<file path="src/rtl/cp0_ctrl_pkg.sv">
// Shared CP0 constants: register indices, exception codes, handler address, PrID value.
package cp0_ctrl_pkg;

    localparam logic [4:0]  CP0_IDX_SR    = 5'd12;
    localparam logic [4:0]  CP0_IDX_CAUSE = 5'd13;
    localparam logic [4:0]  CP0_IDX_EPC   = 5'd14;
    localparam logic [4:0]  CP0_IDX_PRID  = 5'd15;

    localparam logic [4:0]  EXC_INT  = 5'd0;
    localparam logic [4:0]  EXC_ADEL = 5'd4;
    localparam logic [4:0]  EXC_ADES = 5'd5;
    localparam logic [4:0]  EXC_RI   = 5'd10;
    localparam logic [4:0]  EXC_OV   = 5'd12;

    localparam logic [31:0] HANDLER_ADDR = 32'h0000_4180;
    localparam logic [31:0] PRID_VALUE   = 32'h4255_4141;

    // Implemented SR bits: IM[15:10], EXL[1], IE[0]
    localparam logic [31:0] SR_WMASK   = 32'h0000_FC03;
    localparam logic [31:0] WORD_MASK  = 32'hFFFF_FFFC;

    function automatic logic [31:0] word_align(input logic [31:0] addr);
        return addr & WORD_MASK;
    endfunction

endpackage

</file>
<file path="src/rtl/cp0_ctrl.sv">
// Coprocessor-0 for a 5-stage MIPS pipeline: SR/Cause/EPC, interrupt and exception request.
// Optional macro CP0_PRID_EN makes index 15 read the PrID constant.
module cp0_ctrl
    import cp0_ctrl_pkg::*;
(
    input  logic        clk,
    input  logic        reset,
    input  logic        en,
    input  logic [4:0]  CP0Add,
    input  logic [31:0] CP0In,
    output logic [31:0] CP0Out,
    input  logic [31:0] VPC,
    input  logic        BDIn,
    input  logic [4:0]  ExcCodeIn,
    input  logic [5:0]  HWInt,
    input  logic        EXLClr,
    output logic [31:0] EPCOut,
    output logic        Req
);

    logic [31:0] r_sr;
    logic [31:0] r_cause;
    logic [31:0] r_epc;

    logic        w_int_req;
    logic        w_exc_req;
    logic        w_req;
    logic [31:0] w_sr_nxt;
    logic [31:0] w_cause_nxt;
    logic [31:0] w_epc_nxt;

    assign w_int_req = (|(HWInt & r_sr[15:10])) & r_sr[0] & ~r_sr[1];
    assign w_exc_req = (ExcCodeIn != EXC_INT) & ~r_sr[1];
    assign w_req     = w_int_req | w_exc_req;
    assign Req       = w_req;
    assign EPCOut    = r_epc;

    // Next-state: exception entry beats mtc0; eret clear applies after any mtc0 to SR
    always_comb begin
        w_sr_nxt           = r_sr;
        w_cause_nxt        = r_cause;
        w_epc_nxt          = r_epc;
        w_cause_nxt[15:10] = HWInt;
        if (w_req) begin
            w_sr_nxt[1]       = 1'b1;
            w_cause_nxt[31]   = BDIn;
            w_cause_nxt[6:2]  = w_int_req ? EXC_INT : ExcCodeIn;
            w_epc_nxt         = word_align(BDIn ? (VPC - 32'd4) : VPC);
        end else begin
            if (en) begin
                case (CP0Add)
                    CP0_IDX_SR:  w_sr_nxt  = CP0In & SR_WMASK;
                    CP0_IDX_EPC: w_epc_nxt = word_align(CP0In);
                    default:     w_sr_nxt  = r_sr;
                endcase
            end else begin
                w_sr_nxt = r_sr;
            end
            if (EXLClr) begin
                w_sr_nxt[1] = 1'b0;
            end else begin
                w_sr_nxt[1] = w_sr_nxt[1];
            end
        end
    end

    // State registers with asynchronous clear
    always_ff @(posedge clk or posedge reset) begin
        if (reset) begin
            r_sr    <= 32'h0000_0000;
            r_cause <= 32'h0000_0000;
            r_epc   <= 32'h0000_0000;
        end else begin
            r_sr    <= w_sr_nxt;
            r_cause <= w_cause_nxt;
            r_epc   <= w_epc_nxt;
        end
    end

    // mfc0 read mux on current register values
    always_comb begin
        CP0Out = 32'h0000_0000;
        case (CP0Add)
            CP0_IDX_SR:    CP0Out = r_sr;
            CP0_IDX_CAUSE: CP0Out = r_cause;
            CP0_IDX_EPC:   CP0Out = r_epc;
`ifdef CP0_PRID_EN
            CP0_IDX_PRID:  CP0Out = PRID_VALUE;
`endif
            default:       CP0Out = 32'h0000_0000;
        endcase
    end

endmodule

</file>
<file path="config.mk">
export PLATFORM = sky130hd
export DESIGN_NAME = cp0_ctrl
export DESIGN_NICKNAME = d
export VERILOG_FILES = /design/src/rtl/cp0_ctrl_pkg.sv /design/src/rtl/cp0_ctrl.sv
export SDC_FILE = /design/constraint.sdc
export NUM_CORES = 1
export LEC_CHECK = 0
export BUFFER_PORTS_ARGS = -buffer_cell sky130_fd_sc_hd__buf_2
export CAP_MARGIN = 20
export CORE_MARGIN = 2
export CORE_UTILIZATION = 45
export CTS_CLUSTER_DIAMETER = 100
export DETAILED_ROUTE_END_ITERATION = 8
export GPL_TIMING_DRIVEN = 0
export PLACE_DENSITY = 0.75
export SYNTH_ARGS = -nofsm -noshare
export SYNTH_HDL_FRONTEND = slang
export SYNTH_SLANG_ARGS = --single-unit
</file>
<file path="constraint.sdc">
create_clock -name clk -period 4.1 [get_ports clk]
set_clock_uncertainty 0.1 [all_clocks]
set_input_delay 0.41 -clock clk [delete_from_list [all_inputs] [get_ports clk]]
set_output_delay 0.41 -clock clk [all_outputs]
set_load 0.01 [all_outputs]
</file>
---- Word level (Yosys, flattened, before mapping) ----
Cells that the tools add are included.
word-level totals
  logic and storage cells ................. 35
  input bits .............................. 85
  flip-flop bits (word level) ............. 52
cells by class
  add/sub/neg operators ................... 1
  bitwise logic cells ..................... 7
  reduce and logical (&&, ||, !) cells .... 9
  multiplexer cells ....................... 10
  equal/unequal tests ..................... 3
operators by type and width
  kind                     number
  $mux W32                 4
  $pmux W32 S3             1
  $sub A32 B3 Y32 const B  1
  $eq A5 B4 Y1 const B     3
  $and A6 B6 Y6            1
  $reduce_bool A3 Y1       2
  $reduce_or A6 Y1         1
  $mux W5                  1
  $reduce_bool A5 Y1       1
  $mux W2                  2
  $reduce_and A2 Y1        2
  $reduce_bool A2 Y1       2
  $and A1 B1 Y1            3
  $reduce_and A3 Y1        1
  $mux W1                  2
  $not A1 Y1               2
  $or A1 B1 Y1             1

---- Depth between registers and ports, before layout ----
  word-level depth ........................ 7
  mapped depth ............................ 8

---- Least setup slack after synthesis ----
OpenSTA, ideal clock, no wires.
  path type ............................... in2out
  from .................................... input CP0Add[0]
  to ...................................... output CP0Out[20]
  slack ................................... 1.975 ns
  data required time ...................... 3.590 ns
  cell stages on the path ................. 6
  path buffers ............................ 4
  arrival time ............................ 1.615 ns
  cell sequence ........................... buf_2 > nor2b_1 > clkbuf_1 > clkbuf_1 > clkbuf_1 > and3_1
on the way
  longest elaborated chain between the ends .. 2
  elaborated cells on any way between the ends .. 4
  classes of those cells .................. eq/ne: 3; mux: 1
RTL lines
  what                line            text
  start: declaration  cp0_ctrl.sv:9   input logic [4:0] CP0Add,
  $eq A5 B4 Y1        cp0_ctrl.sv:83  case (CP0Add)
  $pmux W32 S3 *      cp0_ctrl.sv:83
  end: declaration    cp0_ctrl.sv:11  output logic [31:0] CP0Out,
Every way passes the cells marked *; elsewhere a longest branch is shown, timed or not.

---- Final worst setup path ----
  from .................................... register r_sr[1]
  to ...................................... output Req
on the way
  longest elaborated chain between the ends .. 3
  elaborated cells on any way between the ends .. 4
  classes of those cells .................. bitwise: 4
RTL lines
  what                                     line                            text
  start: declaration                       cp0_ctrl.sv:21                  logic [31:0] r_sr;
  start signal: assignment                 cp0_ctrl.sv:74                  r_sr <= w_sr_nxt;
  $not A1 Y1 *                             cp0_ctrl.sv:32, cp0_ctrl.sv:33
  $and A1 B1 Y1, on equally long branches  cp0_ctrl.sv:32, cp0_ctrl.sv:33
  $or A1 B1 Y1 *                           cp0_ctrl.sv:34                  assign w_req = w_int_req | w_exc_req;
  end: declaration                         cp0_ctrl.sv:18                  output logic Req
Marks and branches as above.

==> reports/metrics.yaml <==
cells_and_area:
  multi_input_area_um2: 2000
  fin_util_pct: 60.0
  drive_gt1_share_pct: 34.6
  syn_to_final_growth_pct: 28.2
  mostFrequentLayoutCell: "buf_2"
  layout_common_cells: "150 x buf_2, 50 x dfrtp_1, 32 x mux2i_1, 25 x o31ai_1, 23 x clkbuf_1"
  n_fill_cell: 667
  regArea_um2: 1250
  layout.nets: 603
yosys:
  synth_fa_ha_area_share_pct: 0.365
  synth_flop_cell: "dfrtp_1"
  synth_top_family_by_area: "simple AND/OR/NAND/NOR gates"
  syn_area_um2: 3430
  ys_types: 51
  synth_edf_count: 0
  synthArstFlopShare_pct: 100
  synth-seq-area-share_pct: 36.5
  synth_compound_area_share_pct: 15.9
  syn_area_per_cell_um2: 9.45
  synth_mux_area_share_pct: 12.0
  synth-simple-area-share_pct: 27.0
  synth-xor-area-share_pct: 2.81
  yosysWarnings: 0
  ys_ff_latch: 50
  synthCells: 363
setup_path:
  cp_max_fo: 10
  path_buf_inv: 5
  crit_top_cell: "clkbuf_1"
  crit_path_top_delay_cell: "clkbuf_1"
  start_kind: "register"
  cp-end-kind: "output port"
  crit_path_max_incr_delay_ns: 0.40
  crit_chain: "clkbuf_1 > a21oi_1 > clkbuf_1 > nor2_1 > clkinv_1 > buf_1 > buf_2"
  crit_required_ns: 3.59
  critPathTopFamily: "buffers and inverters"
  crit_arrival_ns: 2.40
  path_class: "register to output port"
route:
  routed_wl_um: 11200
  dr_total_vias: 3671
  wl_per_cell_um: 18.1
  detail-route-antenna-nets: 0
  dr.pass1.iters: 5
  drt_iter0_drc: 398
  via_per_inst: 5.94
  drcViolationCount: 0
timing:
  hold_violations: 0
  fmax_ghz: 0.344
  fin_crit_sh_pct: 70.9
  tightest_slew_ns: 0.602
  tns_ns: 0
  fin_hold_ws_ns: 0.113
  min_period_ns: 2.91
  rsz0062_at_grt: "false"
  setup_viol: 0
  slew_headroom_pct: 59.6
  final_max_slew_viol_count: 0
global_route:
  first_global_vias: 3385
  grtUsageTotal_pct: 25.9
  antenna_found_initial: 1
  globalRouteOverflowTotal: 0
  grt_max_degree: 34
  grt_pass1_wl_um: 17200
cts:
  path_clk_slew_ns: 0.09
  cts_sinks: 50
  clockBufferDepth: 2
  cts_tree: "done"
  cts_root_buffer: "clkbuf_8"
  ctsResizeCount: 0
  cts_hold_buf: 1
  post-cts-setup-buffers: 0
  cts_htree_levels: 2
  worstSkewPairLatency_ns: 0.31
  cts_made_buffers: 5
power:
  p_per_area_nw_per_um2: 474
  vdd_ir_drop_max_v: 0.000176
  p_leak_uw: 0.00215
floorplanning:
  core_area_um2: 7330
  fp.dieH_um: 91.3
  die_x_um: 91.3
  initial_utilization_pct: 46.8
  pin_count: 150
  dieArea_um2: 8340
  num_rows: 31
hold_path:
  worst_hold_path_type: "primary input to register"
placed_design:
  hpwl_um: 8770
  port_buffers: 144
  gp_congestion: 0.939
run_status:
  status: "finished, final reports clean"
job:
  cap_violations: 0
routing by layer:
| metal | up-vias | part of all wire (%) | GRT usage (%) |
|---|---|---|---|
| met5 | - | 0 | 0 |
| li1 | 1724 | - | - |
| met4 | 0 | 2.0 | 7.32 |
| met2 | 201 | 48 | 42.5 |
| met1 | 1722 | 41 | 34.3 |
| met3 | 24 | 9.0 | 5.73 |
stage by stage:
stage / instance area, um2 / std cells / total power, uW / setup WS (ns)
3_5_place_dp: 4300 / 608 / 1790 / 1.37
2_1_floorplan: 3430 / 364 / 1390 / 1.97
6_report: 4400 / 618 / 2080 / 1.19
5_1_grt: 4400 / 618 / 2200 / 0.978
4_1_cts: 4390 / 617 / 2070 / 1.20
3_3_place_gp: 4280 / 607 / 1760 / 1.39
kinds of logic after synthesis:
family / after synthesis
multiplexers: 40
other: 1
adder cells (fa/ha/maj): 1
buffers and inverters: 43
AND/OR/NAND/NOR: 138
XOR/XNOR: 11
AO/OA/AOI/OAI: 79
flip-flops: 50
sequential cells by signal, indices dropped and copies added, names as in the netlist:
signal	cells
EPCOut	30
r_sr	8
r_cause	12
path summary, 6_finish.rpt:
check	startpoint	end	slack, ns	cells past startpoint
setup / recovery	r_sr[1]	Req	1.19	7
hold / removal	HWInt[2]	r_cause[12]	0.11	1
setup reg to reg	r_sr[14]	EPCOut[6]	1.81	7
hold reg to reg	r_cause[2]	r_cause[2]	0.40	1
max in group asynchronous	reset	EPCOut[17]	2.85	4
min in group asynchronous	reset	r_sr[13]	0.54	3
power breakdown:
group | internal, uW | switching, uW | leakage, uW
clock | 121 | 167 | 0.0000452
sequential | 699 | 164 | 0.000586
combinational | 411 | 521 | 0.00152
cells in the mapped netlist, types with 11 or more instances:
cell,n,area (um2)
a31oi_1,21,131
and3_1,16,100
clkbuf_1,22,82.6
dfrtp_1,50,1250
mux2i_1,32,320
nand2_1,11,41.3
nand4_1,19,119
nor2_1,12,45.0
nor4bb_1,15,150
o21ai_0,12,60.1
o31ai_1,25,188
or4_1,11,82.6
layout make-up:
cell class	count	share of cell area, %
clock inverter	2	0.313
timing repair buffer	146	17.1
tap	99	2.82
buffer	33	3.33
antenna	1	0.0569
clock buffer	6	1.65
sequential	50	28.5
multi-input combinational	271	45.4
inverter	10	0.854
(Power assumes the default switching activity.)
